==> config.mk <==
export PLATFORM = sky130hd
export DESIGN_NAME = mrv1_itag_ctrl
export DESIGN_NICKNAME = d
export VERILOG_FILES = /design/src/rtl/mrv1_core_pkg.sv /design/src/rtl/mrv1_itag_ring.sv /design/src/rtl/mrv1_itag_ctrl.sv
export SDC_FILE = /design/constraint.sdc
export NUM_CORES = 1
export LEC_CHECK = 0
export ABC_AREA = 1
export ABC_CLOCK_PERIOD_IN_PS = 6000
export CAP_MARGIN = 30
export CORE_MARGIN = 3
export CORE_UTILIZATION = 60
export CTS_CLUSTER_DIAMETER = 60
export DETAILED_ROUTE_END_ITERATION = 6
export GPL_TIMING_DRIVEN = 0
export PLACE_DENSITY = 0.85
export SLEW_MARGIN = 15
export SYNTH_ARGS = -nofsm -noshare
export SYNTH_HDL_FRONTEND = slang
export SYNTH_SLANG_ARGS = --single-unit
==> constraint.sdc <==
create_clock -name clk_i -period 6 [get_ports clk_i]
set_input_delay 1.2 -clock clk_i [delete_from_list [all_inputs] [get_ports clk_i]]
set_output_delay 1.2 -clock clk_i [all_outputs]
set_load 0.01 [all_outputs]
==> src/rtl/mrv1_core_pkg.sv <==
// Shared core types and sizing for the multithreaded front end.
// The itag allocator derives its default thread count and window size from here.
package mrv1_core_pkg;

    localparam int unsigned NUM_THREADS = 8;
    localparam int unsigned ITAG_WIDTH  = 4;
    localparam int unsigned TID_WIDTH   = $clog2(NUM_THREADS);
    localparam int unsigned CNT_WIDTH   = ITAG_WIDTH + 1;

    // Tags per thread; needs one bit more than an itag to represent a full window.
    localparam logic [CNT_WIDTH-1:0] ITAG_WINDOW = {1'b1, {ITAG_WIDTH{1'b0}}};

    typedef logic [TID_WIDTH-1:0]  tid_t;
    typedef logic [ITAG_WIDTH-1:0] itag_t;
    typedef logic [CNT_WIDTH-1:0]  itag_cnt_t;

endpackage

==> src/rtl/mrv1_itag_ring.sv <==
// One thread's circular itag window: head/tail pointers and occupancy,
// updated by alloc, retire and flush strobes already decoded for this thread.
module mrv1_itag_ring
    import mrv1_core_pkg::*;
#(
    parameter  int unsigned ITAG_WIDTH_P = ITAG_WIDTH,
    localparam int unsigned CNT_WIDTH_LP = ITAG_WIDTH_P + 1
) (
    input  logic                    clk_i,
    input  logic                    rst_i,
    input  logic                    alloc_i,
    input  logic                    ret_i,
    input  logic [ITAG_WIDTH_P-1:0] ret_cnt_i,
    input  logic                    flush_i,
    output logic [ITAG_WIDTH_P-1:0] head_o,
    output logic [ITAG_WIDTH_P-1:0] tail_o,
    output logic [CNT_WIDTH_LP-1:0] occ_o,
    output logic                    full_o,
    output logic                    empty_o,
    output logic                    ovf_o
);

    localparam logic [CNT_WIDTH_LP-1:0] WIN_LP      = {1'b1, {ITAG_WIDTH_P{1'b0}}};
    localparam logic [ITAG_WIDTH_P-1:0] ITAG_ONE_LP = {{(ITAG_WIDTH_P-1){1'b0}}, 1'b1};
    localparam logic [CNT_WIDTH_LP-1:0] CNT_ONE_LP  = {{(CNT_WIDTH_LP-1){1'b0}}, 1'b1};

    logic [ITAG_WIDTH_P-1:0] head_q, head_d;
    logic [ITAG_WIDTH_P-1:0] tail_q, tail_d;
    logic [CNT_WIDTH_LP-1:0] occ_q,  occ_d;
    logic [CNT_WIDTH_LP-1:0] occ_ret_s;
    logic                    ovf_s;

    // Next-state: retire first, then either flush (tail snaps to new head) or alloc.
    always_comb begin
        head_d    = head_q;
        occ_ret_s = occ_q;
        ovf_s     = 1'b0;
        if (ret_i) begin
            if ({1'b0, ret_cnt_i} > occ_q) begin
                // Over-retire: drop everything outstanding and flag it.
                head_d    = tail_q;
                occ_ret_s = {CNT_WIDTH_LP{1'b0}};
                ovf_s     = 1'b1;
            end else begin
                head_d    = head_q + ret_cnt_i;
                occ_ret_s = occ_q - {1'b0, ret_cnt_i};
            end
        end else begin
            head_d    = head_q;
            occ_ret_s = occ_q;
        end
        tail_d = flush_i ? head_d : (alloc_i ? (tail_q + ITAG_ONE_LP) : tail_q);
        occ_d  = flush_i ? {CNT_WIDTH_LP{1'b0}} : (alloc_i ? (occ_ret_s + CNT_ONE_LP) : occ_ret_s);
    end

    // Pointer and occupancy registers.
    always_ff @(posedge clk_i or posedge rst_i) begin
        if (rst_i) begin
            head_q <= {ITAG_WIDTH_P{1'b0}};
            tail_q <= {ITAG_WIDTH_P{1'b0}};
            occ_q  <= {CNT_WIDTH_LP{1'b0}};
        end else begin
            head_q <= head_d;
            tail_q <= tail_d;
            occ_q  <= occ_d;
        end
    end

    assign head_o  = head_q;
    assign tail_o  = tail_q;
    assign occ_o   = occ_q;
    assign full_o  = (occ_q == WIN_LP);
    assign empty_o = (occ_q == {CNT_WIDTH_LP{1'b0}});
    assign ovf_o   = ovf_s;

endmodule

==> src/rtl/mrv1_itag_ctrl.sv <==
// Per-thread itag allocator and retirement sequencer: decodes thread ids into
// per-ring strobes, muxes the dispatch tag, and holds the sticky over-retire error.
module mrv1_itag_ctrl
    import mrv1_core_pkg::*;
#(
    parameter  int unsigned NUM_THREADS_P = NUM_THREADS,
    parameter  int unsigned ITAG_WIDTH_P  = ITAG_WIDTH,
    localparam int unsigned TID_WIDTH_LP  = $clog2(NUM_THREADS_P),
    localparam int unsigned CNT_WIDTH_LP  = ITAG_WIDTH_P + 1
) (
    input  logic                                        clk_i,
    input  logic                                        rst_i,
    input  logic                                        disp_vld_i,
    input  logic [TID_WIDTH_LP-1:0]                     disp_tid_i,
    output logic                                        disp_rdy_o,
    output logic [ITAG_WIDTH_P-1:0]                     disp_itag_o,
    input  logic                                        ret_vld_i,
    input  logic [TID_WIDTH_LP-1:0]                     ret_tid_i,
    input  logic [ITAG_WIDTH_P-1:0]                     ret_cnt_i,
    input  logic                                        flush_i,
    input  logic [TID_WIDTH_LP-1:0]                     flush_tid_i,
    output logic [NUM_THREADS_P-1:0][ITAG_WIDTH_P-1:0]  retire_itag_o,
    output logic [NUM_THREADS_P-1:0][CNT_WIDTH_LP-1:0]  thr_occ_o,
    output logic [NUM_THREADS_P-1:0]                    thr_full_o,
    output logic [NUM_THREADS_P-1:0]                    thr_empty_o,
    output logic                                        err_o
);

    logic [ITAG_WIDTH_P-1:0] tail_s [NUM_THREADS_P];
    logic [NUM_THREADS_P-1:0] alloc_s;
    logic [NUM_THREADS_P-1:0] ret_s;
    logic [NUM_THREADS_P-1:0] flush_s;
    logic [NUM_THREADS_P-1:0] ovf_s;
    logic                     disp_blk_s;
    logic                     err_q, err_d;

    // A flush of the requesting thread wins over its dispatch in the same cycle.
    assign disp_blk_s  = flush_i & (flush_tid_i == disp_tid_i);
    assign disp_rdy_o  = ~thr_full_o[disp_tid_i] & ~disp_blk_s;
    assign disp_itag_o = tail_s[disp_tid_i];

    for (genvar t = 0; t < NUM_THREADS_P; t++) begin : g_ring
        assign alloc_s[t] = disp_vld_i & disp_rdy_o & (disp_tid_i == TID_WIDTH_LP'(t));
        assign ret_s[t]   = ret_vld_i & (ret_tid_i == TID_WIDTH_LP'(t));
        assign flush_s[t] = flush_i & (flush_tid_i == TID_WIDTH_LP'(t));

        mrv1_itag_ring #(
            .ITAG_WIDTH_P (ITAG_WIDTH_P)
        ) u_ring (
            .clk_i     (clk_i),
            .rst_i     (rst_i),
            .alloc_i   (alloc_s[t]),
            .ret_i     (ret_s[t]),
            .ret_cnt_i (ret_cnt_i),
            .flush_i   (flush_s[t]),
            .head_o    (retire_itag_o[t]),
            .tail_o    (tail_s[t]),
            .occ_o     (thr_occ_o[t]),
            .full_o    (thr_full_o[t]),
            .empty_o   (thr_empty_o[t]),
            .ovf_o     (ovf_s[t])
        );
    end

    assign err_d = err_q | (|ovf_s);

    // Sticky over-retire error, cleared only by reset.
    always_ff @(posedge clk_i or posedge rst_i) begin
        if (rst_i) begin
            err_q <= 1'b0;
        end else begin
            err_q <= err_d;
        end
    end

    assign err_o = err_q;

endmodule

* Word level (Yosys, flattened, before mapping)
Cells that the tools add are included.
** Cells by class
- Bitwise gates (word level) :: 31
- Reduce and logical (&&, ||, !) cells :: 20
- Order comparisons :: 10
- Add/sub/neg operators :: 32
- Muxes and demuxes :: 85
- Equality and inequality tests :: 30
** Operator list (number)
- 5-bit 2-to-1 mux :: 32
- 4-bit 2-to-1 mux :: 34
- 5-bit by 1-bit adder with 5-bit output (second input constant) :: 8
- 5-bit equality test (second input constant) :: 8
- 4-bit by 5-bit > comparator with 1-bit output :: 8
- 5-bit zero test :: 8
- 5-bit by 4-bit subtractor with 5-bit output :: 8
- 3-bit equality test (second input constant) :: 12
- 4-bit by 1-bit adder with 4-bit output (second input constant) :: 8
- 4-bit adder :: 8
- 1-bit bitwise AND :: 27
- 3-bit by 2-bit equality test with 1-bit output (second input constant) :: 6
- 1-bit 2-to-1 mux :: 17
- 2-bit nonzero test :: 8
- 4-bit binary-select mux with 3-bit select :: 1
- 3-bit by 1-bit equality test with 1-bit output (second input constant) :: 3
- 3-bit zero test :: 3
- 8-bit OR reduction :: 1
- 4-bit >= comparator (second input constant) :: 1
- 3-bit by 4-bit less-than comparator with 1-bit output (second input constant) :: 1
- 3-bit inverter with 4-bit output :: 1
- 1-bit binary-select mux with 3-bit select :: 1
- 3-bit equality test :: 1
- 1-bit inverter :: 2
- 1-bit OR :: 1
** Storage, ports and cells
- Input bits :: 18
- Register bits :: 105
- Output and inout bits :: 94
- Word-level logic and storage cells :: 233

* Longest topological paths before layout
- Word-level depth :: 9
- Depth in mapped cells :: 17
- Depth with buffers taken out :: 17

* By module
A second synthesis with hierarchy kept.
** Second synthesis, totals
- Cells, all modules :: 1335
- Area, all modules :: 9595.5 um^2
** By module, submodules not included
- mrv1_itag_ring at g_ring[0].u_ring ... :: cells an instance 148, area an instance 1107.3 um^2, instances 7, sequential area each 325.3 um^2
- mrv1_itag_ring at g_ring[3].u_ring :: cells an instance 147, area an instance 1112.3 um^2, instances 1, sequential area each 325.3 um^2
- mrv1_itag_ctrl :: cells an instance 152, area an instance 732.0 um^2, instances 1, sequential area each 25.0 um^2

* Least setup slack after synthesis
No wires, ideal clock.
- Path type :: input to output
- Start :: input disp_tid_i[2]
- End :: output disp_rdy_o
- Data arrival time :: 2104 ps
- Stages :: 8
- Slack :: 2696 ps
- Path buffers :: 1
- Data required time :: 4800 ps
- Cell sequence :: buf_2 inv_2 nand2_1 nand3_1 nor4_2 inv_1 nand3_1 inv_1
** Between the ends
- Longest elaborated chain between the ends :: 4
- Elaborated cells on any way between the ends :: 7
- Those cells by class :: eq/ne: 1; mux: 2; bitwise: 4
** Ends and longest elaborated chain
- start: declaration :: line mrv1_itag_ctrl.sv:14 : input logic [TID_WIDTH_LP-1:0] disp_tid_i,
- 1-bit binary-select mux with 3-bit select or 3-bit equality test (tied branches) :: line mrv1_itag_ctrl.sv:39, mrv1_itag_ctrl.sv:38
- 1-bit 2-to-1 mux (not written as such) or 1-bit bitwise AND (tied branches) :: line mrv1_itag_ctrl.sv:39, mrv1_itag_ctrl.sv:38
- 1-bit inverter :: line mrv1_itag_ctrl.sv:39 : assign disp_rdy_o = ~thr_full_o[disp_tid_i] & ~disp_blk_s;
- 1-bit bitwise AND * :: line mrv1_itag_ctrl.sv:39
- end: declaration :: line mrv1_itag_ctrl.sv:15 : output logic disp_rdy_o,
Every way passes the cells marked *; elsewhere a longest branch is shown, timed or not. The select of a mux whose other input is x is not followed.

* Worst setup path in the final report
- Start :: input disp_tid_i[0]
- End :: output disp_rdy_o
The elaborated chain is that of the path after synthesis.

==> results.yml <==
run_status:
  status: "completed"
synth:
  synth_seq_cells: 105
  synth_area_per_cell_um2: 6.41
  synth_cell_type_count: 32
  yosysTopAreaCellShare: 0.270
  synthTopCellsByArea: "dfrtp_1, nand2_1, nand3_1, ha_1, inv_1"
  ys_async_sr_fraction: 1.00
  ys.flop_type: "dfrtp_1"
  yosys_warnings: 0
  synth_seq_area_share: 0.270
  synth_nets: 1624
  synth_edf_count: 0
  synth_top_cell_by_area: "dfrtp_1"
  synthCells: 1518
  syn_area_um2: 9730
global_routing:
  grt_pass1_vias: 9372
  antenna_found_initial: 3
  grt-ovfl-total: 0
  grt_use_total: 0.320
  grt_pass1_wl_um: 46200
  grt_max_degree: 69
critical_path:
  cpMaxStageDelayCell: "clkdlybuf4s50_1"
  reg2reg_slack_ns: 3.25
  worst-path-max-fanout: 10
  cp_num_buf_inv: 4
  worstSetupEndpointType: "primary output"
  slowest_delay_ns: 0.61
  crit_arrival_ns: 3.50
  crit_path_cell_trace: "clkdlybuf4s50_1 > inv_1 > nand2_1 > nor2_1 > nor2_1 > nand2_1 > nand2_2 > nand3_1 > inv_1 > clkdlybuf4s50_1"
  start_kind: "primary input"
  worst-setup-path-type: "primary input to primary output"
  critical-path-top-delay-family: "buffers and inverters"
  cp.required_ns: 4.80
placed_design:
  gp_congestion: 0.963
  io_buffers: 108
  hpwl_um: 21400
sta:
  maxSlewHeadroom: 0.445
  skew_ns: 0.00628
  hold_viol: 0
  worst-slew-pin-transition_ns: 0.830
  slew_violations: 0
  grt_setup_unrepaired: "no"
  period_minus_slack_ns: 4.70
  setup_viol: 0
  period_share: 0.784
  fin_tns_setup_ns: 0
  fmax_ghz: 0.213
drt:
  firstDrtPassIters: 6
  ant_nets: 0
  wl_per_cell_um: 15.3
  drt_iter0_markers: 971
  routed_wl_um: 28300
  via_count: 10300
  drcViolationCount: 0
  viasPerCell: 5.53
floorplan:
  rows: 45
  die_x_um: 133
  design.core.area_um2: 15500
  die_h_um: 133
  io_pins: 112
  start_util: 0.626
  die_area_um2: 17800
clock_network:
  ctsResizeCount: 0
  clockRootBuffer: "clkbuf_16"
  cts-buffers-inserted: 9
  numClockSinks: 105
  clk_pin_slew_worst_paths_ns: 0.07
  post_cts_buffers: 0
  htreeDepth: 3
  clk_path_buf_depth: 2
  cts_tree: "done"
  clock_latency_ns: 0.35
  ctsHoldBuffers: 0
run:
  drv_cap: 0
layout:
  drive_above_1_share: 0.0335
  area_growth_pct: 17.4
  nNetsFinal: 1745
pwr:
  powerDensity_nw_per_um2: 467
  vdd_ir_drop_max_v: 0.000278
  p_leak_nw: 6.06
  power_w: 0.00533
min_path:
  hold_class: "register to register"
-- report_power, final --
part / switching [W] / internal, W
logic: 0.00181 / 0.00144
clock network: 0.000275 / 0.000347
registers: 0.000431 / 0.00103
total: 0.00251 / 0.00282
-- synthesized netlist by cell type, types with 8 or more instances --
master	n
nand2_1	478
inv_1	214
nor2_1	201
nand3_1	192
dfrtp_1	105
ha_1	72
o21ai_0	49
xor2_1	41
a21oi_1	27
nand4_1	26
buf_4	16
fa_1	16
clkbuf_1	15
o211ai_1	11
and2_1	8
or2_2	8
-- sequential cells by signal (all words and copies together), names as in the netlist --
signal,cells
g_ring.u_ring.tail_o,32
g_ring.u_ring.occ_o,40
g_ring.u_ring.head_o,32
err_o,1
-- layout by cell type, fill, tap and decap left out, drive strengths merged, types with 2 or more instances in the layout --
cell type      netlist  routed
o31ai                4       4
buf                 21      24
nor2               202     202
fa                  16      16
clkbuf              15      27
a21oi               28      28
nand3              193     193
o22ai                4       4
ha                  72      72
o211ai              11      11
o21ai               49      49
nand4               26      26
o311ai               5       5
clkdlybuf4s50        0     107
xor2                41      41
dfrtp              105     105
inv                215     215
and2                 8       8
nand2              479     479
nor4                 3       3
a221oi               4       4
clkinv               0       2
xnor2                6       6
or2                  8       8
-- worst reg2reg max path: stages, from the launching register on --
cell,delay (ns)
dfrtp_1,0.45
nor2_1,0.10
nand3_1,0.17
nor2_1,0.07
nor2_1,0.10
nand2_1,0.07
nand2_2,0.20
nand3_1,0.22
nor2_2,0.57
buf_2,0.42
nand3_1,0.14
nand2_1,0.09
nor2_1,0.05
-- layout make-up --
cell class	count	area, um^2
Antenna cell	1	2.50
Buffer	36	201
Clock buffer	12	256
Clock inverter	4	51.3
Fill cell	1334	4120
Inverter	215	812
Multi-Input combinational cell	1162	6090
Sequential cell	105	2630
Tap cell	211	264
Timing Repair Buffer	110	1110
-- metrics by stage --
stage	setup slack, ns	cells	hold slack, ns	area, um^2	util
2_1_floorplan	2.04	1518	0.479	9730	-
3_3_place_gp	0.0371	1837	0.493	11100	0.712
3_5_place_dp	1.13	1839	0.503	11100	0.715
4_1_cts	1.38	1855	0.520	11400	0.735
5_1_grt	1.11	1855	0.545	11400	0.735
6_report	1.30	1856	0.520	11400	0.735
-- final timing paths --
kind,startpoint,endpoint,cells after the start
min in group asynchronous,rst_i,g_ring[5].u_ring.head_o[0],2
max reg2reg,g_ring[1].u_ring.occ_o[1],g_ring[3].u_ring.occ_o[0],12
max in group asynchronous,rst_i,g_ring[7].u_ring.tail_o[2],3
min,g_ring[2].u_ring.tail_o[3],g_ring[2].u_ring.tail_o[3],2
min reg2reg,g_ring[2].u_ring.tail_o[3],g_ring[2].u_ring.tail_o[3],2
max,disp_tid_i[0],disp_rdy_o,10
-- cell families (layout without fill, tap and decap cells) --
logic type | after synthesis | count (layout) | share of synthesized area
adders and majority gates | 88 | 88 | 0.126
and+or+nand+nor | 920 | 920 | 0.394
buffers and inverters | 251 | 377 | 0.104
other | 0 | 1 | 0
DFF | 105 | 105 | 0.270
AOI/OAI and AO/OA | 107 | 107 | 0.0647
xor gates and xnor gates | 47 | 47 | 0.0423
-- per-layer routing --
metal  GRT usage  wire [um]  vias up
li1            -          -     5079
met1       0.420      11800     4709
met2       0.530      13300      401
met3      0.0483       2100       78
met4       0.136       1130        4
met5           0         27        -
No activity file was read; power rests on OpenSTA's default activity.
